`src/rtl/rom_arb_pkg.sv`:
```
// Shared types and constants for the two-port ROM arbiter.
package rom_arb_pkg;

  typedef enum logic [1:0] {
    IDLE,
    LOOKUP,
    RESP
  } state_t;

  localparam int unsigned ADDR_W_DEF = 4;
  localparam int unsigned DATA_W_DEF = 8;

  localparam logic REQ0 = 1'b0;
  localparam logic REQ1 = 1'b1;

endpackage

```
`src/rtl/rom_arbiter_rr_arb2.sv`:
```
// Combinational 2-way round-robin picker: ptr names the requester favoured on a tie.
module rr_arb2
  import rom_arb_pkg::*;
(
  input  logic [1:0] req,
  input  logic       ptr,
  output logic [1:0] gnt,
  output logic       valid
);

  always_comb begin
    gnt          = '0;
    gnt[REQ0]    = req[REQ0] & (~req[REQ1] | (ptr == REQ0));
    gnt[REQ1]    = req[REQ1] & (~req[REQ0] | (ptr == REQ1));
    valid        = |req;
  end

endmodule

```
`src/rtl/rom_arbiter.sv`:
```
// Round-robin sequencer sharing one async-read ROM between two held-request clients.
module rom_arbiter
  import rom_arb_pkg::*;
#(
  parameter int unsigned ADDR_W = ADDR_W_DEF,
  parameter int unsigned DATA_W = DATA_W_DEF
) (
  input  logic              clk,
  input  logic              rst,
  input  logic              req0,
  input  logic [ADDR_W-1:0] addr0,
  input  logic              req1,
  input  logic [ADDR_W-1:0] addr1,
  output logic              ack0,
  output logic              ack1,
  output logic [DATA_W-1:0] rdata,
  output logic              busy,
  output logic [ADDR_W-1:0] rom_addr,
  input  logic [DATA_W-1:0] rom_spo
);

  state_t     state;
  logic       owner;
  logic       rr_ptr;
  logic [1:0] arb_req;
  logic [1:0] pick_gnt;
  logic       pick_valid;

  // The current owner is masked in RESP so its re-asserted req waits for IDLE.
  always_comb begin
    arb_req = {req1, req0};
    if (state == RESP) arb_req[owner] = 1'b0;
  end

  rr_arb2 u_pick (
    .req   (arb_req),
    .ptr   (rr_ptr),
    .gnt   (pick_gnt),
    .valid (pick_valid)
  );

  always_ff @(posedge clk) begin
    if (rst) begin
      state    <= IDLE;
      owner    <= REQ0;
      rr_ptr   <= REQ0;
      ack0     <= 1'b0;
      ack1     <= 1'b0;
      rdata    <= '0;
      busy     <= 1'b0;
      rom_addr <= '0;
    end else begin
      ack0 <= 1'b0;
      ack1 <= 1'b0;
      case (state)
        IDLE, RESP: begin
          if (pick_valid) begin
            state    <= LOOKUP;
            owner    <= pick_gnt[REQ1];
            rom_addr <= pick_gnt[REQ0] ? addr0 : addr1;
            busy     <= 1'b1;
          end else begin
            state <= IDLE;
            busy  <= 1'b0;
          end
        end
        LOOKUP: begin
          state  <= RESP;
          rdata  <= rom_spo;
          rr_ptr <= ~owner;
          if (owner == REQ1) ack1 <= 1'b1;
          else               ack0 <= 1'b1;
        end
        default: begin
          state <= IDLE;
          busy  <= 1'b0;
        end
      endcase
    end
  end

endmodule
```
`config.mk`:
```
export PLATFORM = sky130hd
export DESIGN_NAME = rom_arbiter
export DESIGN_NICKNAME = d
export VERILOG_FILES = /design/src/rtl/rom_arb_pkg.sv /design/src/rtl/rom_arbiter_rr_arb2.sv /design/src/rtl/rom_arbiter.sv
export SDC_FILE = /design/constraint.sdc
export NUM_CORES = 1
export LEC_CHECK = 0
export BUFFER_PORTS_ARGS = -buffer_cell sky130_fd_sc_hd__buf_2
export CAP_MARGIN = 20
export CORE_MARGIN = 8
export CORE_UTILIZATION = 43
export DETAILED_ROUTE_END_ITERATION = 10
export GPL_TIMING_DRIVEN = 0
export PLACE_DENSITY_LB_ADDON = 0.2
export SETUP_SLACK_MARGIN = 0.15
export SYNTH_ARGS = -nofsm -noshare
export SYNTH_HDL_FRONTEND = slang
export SYNTH_HIERARCHICAL = 1
export SYNTH_SLANG_ARGS = --single-unit
```
`constraint.sdc`:
```
create_clock -name clk -period 2 [get_ports clk]
set_input_delay 0.1 -clock clk [delete_from_list [all_inputs] [get_ports clk]]
set_output_delay 0.1 -clock clk [all_outputs]
set_load 0.03 [all_outputs]
```
==> impl_results.md <==
- Top post-synthesis cells by area: sky130_fd_sc_hd__dfxtp_1 51%, sky130_fd_sc_hd__nand2_1 9.1%, sky130_fd_sc_hd__a21oi_1 6.8%
- Total I/O pin count: 35
- Run status: completed
- Share of the clock period used by the worst path: 82.1%
- Worst setup slack for register-to-register paths: 0.36 ns
- Placeable core region: 1670 um^2
- Kind of end point of the critical path: flip-flop
- Pins over their slew limit: 0
- LEAKAGE: 0.000456 uW
- TritonCTS clock tree: done
- Setup-failing EPs final: 0
- Average size of a mapped cell: 8.80 um^2
- Die area: 3300 um^2
- Layout Cells excl Fill: 138
- Path type of the worst setup path: reg2reg
- Detail-routed via count per cell: 4.84
- Number of buffers added on ports: 33
- Data arrival at the endpoint of the critical path: 1.85 ns
- Post-synth top area cell: sky130_fd_sc_hd__dfxtp_1
- Netlist cell types: 18
- Sequential element share of the synthesized area: 51.4%
- Worst path required time: 2.21 ns
- Min Hold Slack: 0.0329 ns
- Total vias in the final route: 668
- Max Fclk: 609 MHz
- Tightest Hold Check Type: in2reg
- Final Hold Viols: 0
- DRT antenna net count: 0
- FFs w/ async S/R, synth: 0%
- Post-Route Skew: 0.00144 ns
- Cell area after synthesis: 739 um^2
- Global routing usage summed across all routing layers: 10.2%
- Synthesized net count: 104
- CTS Hold Bufs: 0
- Horizontal die dimension: 57.5 um
- Share of the synthesized area in the top cell type: 51.4%
- Top_reg_cell synth: sky130_fd_sc_hd__dfxtp_1
- #FFs+latches synth: 19
- Number of buffers created by CTS: 3
- Vertical extent of the die: 57.5 um
- Overflow after GRT: 0
- Initial antenna violation count: 0
- Starting DRC count in detailed routing: 15
- Weighted congestion reported at the end of routability-driven placement: 0.746
- Setup fix buffers added after clock tree synthesis: 0
- Via count of the first global-routing pass: 676
- Power per cell area: 824 nW/um^2
- Count of maximum capacitance violations: 0
- Clock sink count: 19
- Most common cell in the synthesized netlist: sky130_fd_sc_hd__dfxtp_1
- H-Tree Level Count: 1
- Number of detailed-routing iterations run before antenna repair: 4
- Clock Latency Late Sink: 0.29 ns
- Fin crit period: 1.64 ns
- Worst VDD drop: 0.591 mV
- Buffer depth of the longest clock path: 2
- Site row count: 15
- Number of synthesized flops with an enable pin: 0
- Routed WL per cell: 11.8 um
- Clock root buffer: sky130_fd_sc_hd__clkbuf_4
- Half-perimeter wire length after placement: 1.23 mm
- Worst Setup Start Kind: flip-flop
- Synth top cells by count: 19 x sky130_fd_sc_hd__dfxtp_1, 18 x sky130_fd_sc_hd__nand2_1, 10 x sky130_fd_sc_hd__a21oi_1
- Crit path max fanout: 10
- RSZ-0062 raised after global routing: false
- Transition time of the tightest slew-check pin: 0.187 ns
- Global-route wire length before repair: 2.70 mm
- Maximum number of pins on one net before global-route repair: 12
- Drt total wl: 1.63 mm
- Share of post-route cells with drive strength above 1: 36.4%
- Count of instances resized after the clock tree is built: 0
- Ant diodes: 0
- Net count reported at finish: 142
- Yosys warning total: 6
- Area delta synth->final: 28.9%
- Post-route DRC: 0
- Reg clk slew, reported paths: 0.11 ns
- Setup_tns: 0 ns
- Max_slew headroom: 87.4%
- Effective utilization at floorplan: 44.3%
- Number of placed cells counting well taps: 134
- Count of mapped cells out of synthesis: 84
critical path, stage by stage, from the launching register on:
cell	delay [ns]
sky130_fd_sc_hd__dfxtp_1	0.42
sky130_fd_sc_hd__inv_1	0.08
sky130_fd_sc_hd__o31a_1	0.32
sky130_fd_sc_hd__or2_1	0.24
sky130_fd_sc_hd__nor2b_1	0.13
sky130_fd_sc_hd__buf_4	0.17
sky130_fd_sc_hd__a211oi_1	0.20
layout make-up:
| class | count | area [um^2] |
|---|---|---|
| flip-flops and latches | 19 | 380 |
| fillers | 159 | 717 |
| clock buffers | 3 | 22.5 |
| multi-input cells | 56 | 307 |
| clock inverters | 1 | 5.00 |
| inverters | 3 | 11.3 |
| well taps | 17 | 21.3 |
| repair buffers | 33 | 165 |
| plain buffers | 6 | 41.3 |
final timing paths:
check	startpoint	to	cells past startpoint
setup reg to reg	owner	rom_addr[1]	6
hold reg to reg	rdata[2]	rdata[2]	2
setup / recovery	owner	rom_addr[1]	6
hold / removal	rom_spo[6]	rdata[6]	3
cells in the final DEF (no fill, tap or decap), drive strengths merged:
| cell type | synthesis | layout |
|---|---|---|
| a211oi | 5 | 5 |
| a21boi | 2 | 2 |
| a21oi | 10 | 10 |
| buf | 5 | 38 |
| clkbuf | 1 | 4 |
| clkinv | 0 | 1 |
| dfxtp | 19 | 19 |
| inv | 3 | 3 |
| mux2i | 4 | 4 |
| nand2 | 18 | 18 |
| nand2b | 2 | 2 |
| nor2 | 8 | 8 |
| nor2b | 2 | 2 |
| nor3 | 2 | 2 |
| o31a | 2 | 2 |
| or2 | 1 | 1 |
cell families (layout without fill, tap and decap cells):
kind of cell	after synthesis	in the layout	share of synthesized area (%)
AND/OR/NAND/NOR	33	33	19.8
AO/OA/AOI/OAI	19	19	16.2
flip-flops	19	19	51.4
buffers and inverters	9	46	7.11
multiplexers	4	4	5.41
where the power goes:
part | internal, uW | switching, uW
combinational | 67.5 | 104
clock | 74.3 | 117
sequential | 406 | 16.2
registers in the layout, summed over array words and instances, names as in the netlist:
name      count
ack1          1
busy          1
owner         1
rdata         8
state         2
ack0          1
rom_addr      4
rr_ptr        1
per-stage QoR:
step	utilization [%]	setup slack [ns]	instance area (um^2)	total power (uW)
after floorplan	-	0.516	739	550
after global placement	55.4	0.436	926	600
after detailed placement	55.4	0.382	926	604
after CTS	57.1	0.356	953	791
after global routing	57.1	0.222	953	826
final	57.1	0.357	953	786
metal layers:
layer | vias up | share of wire (%) | track usage, %
li1 | 353 | - | -
met4 | 0 | 0.61 | 5.36
met3 | 2 | 9.2 | 4.93
met1 | 291 | 46 | 11.4
met5 | - | 0 | 0
met2 | 22 | 44 | 15.4
(Power assumes the default switching activity.)
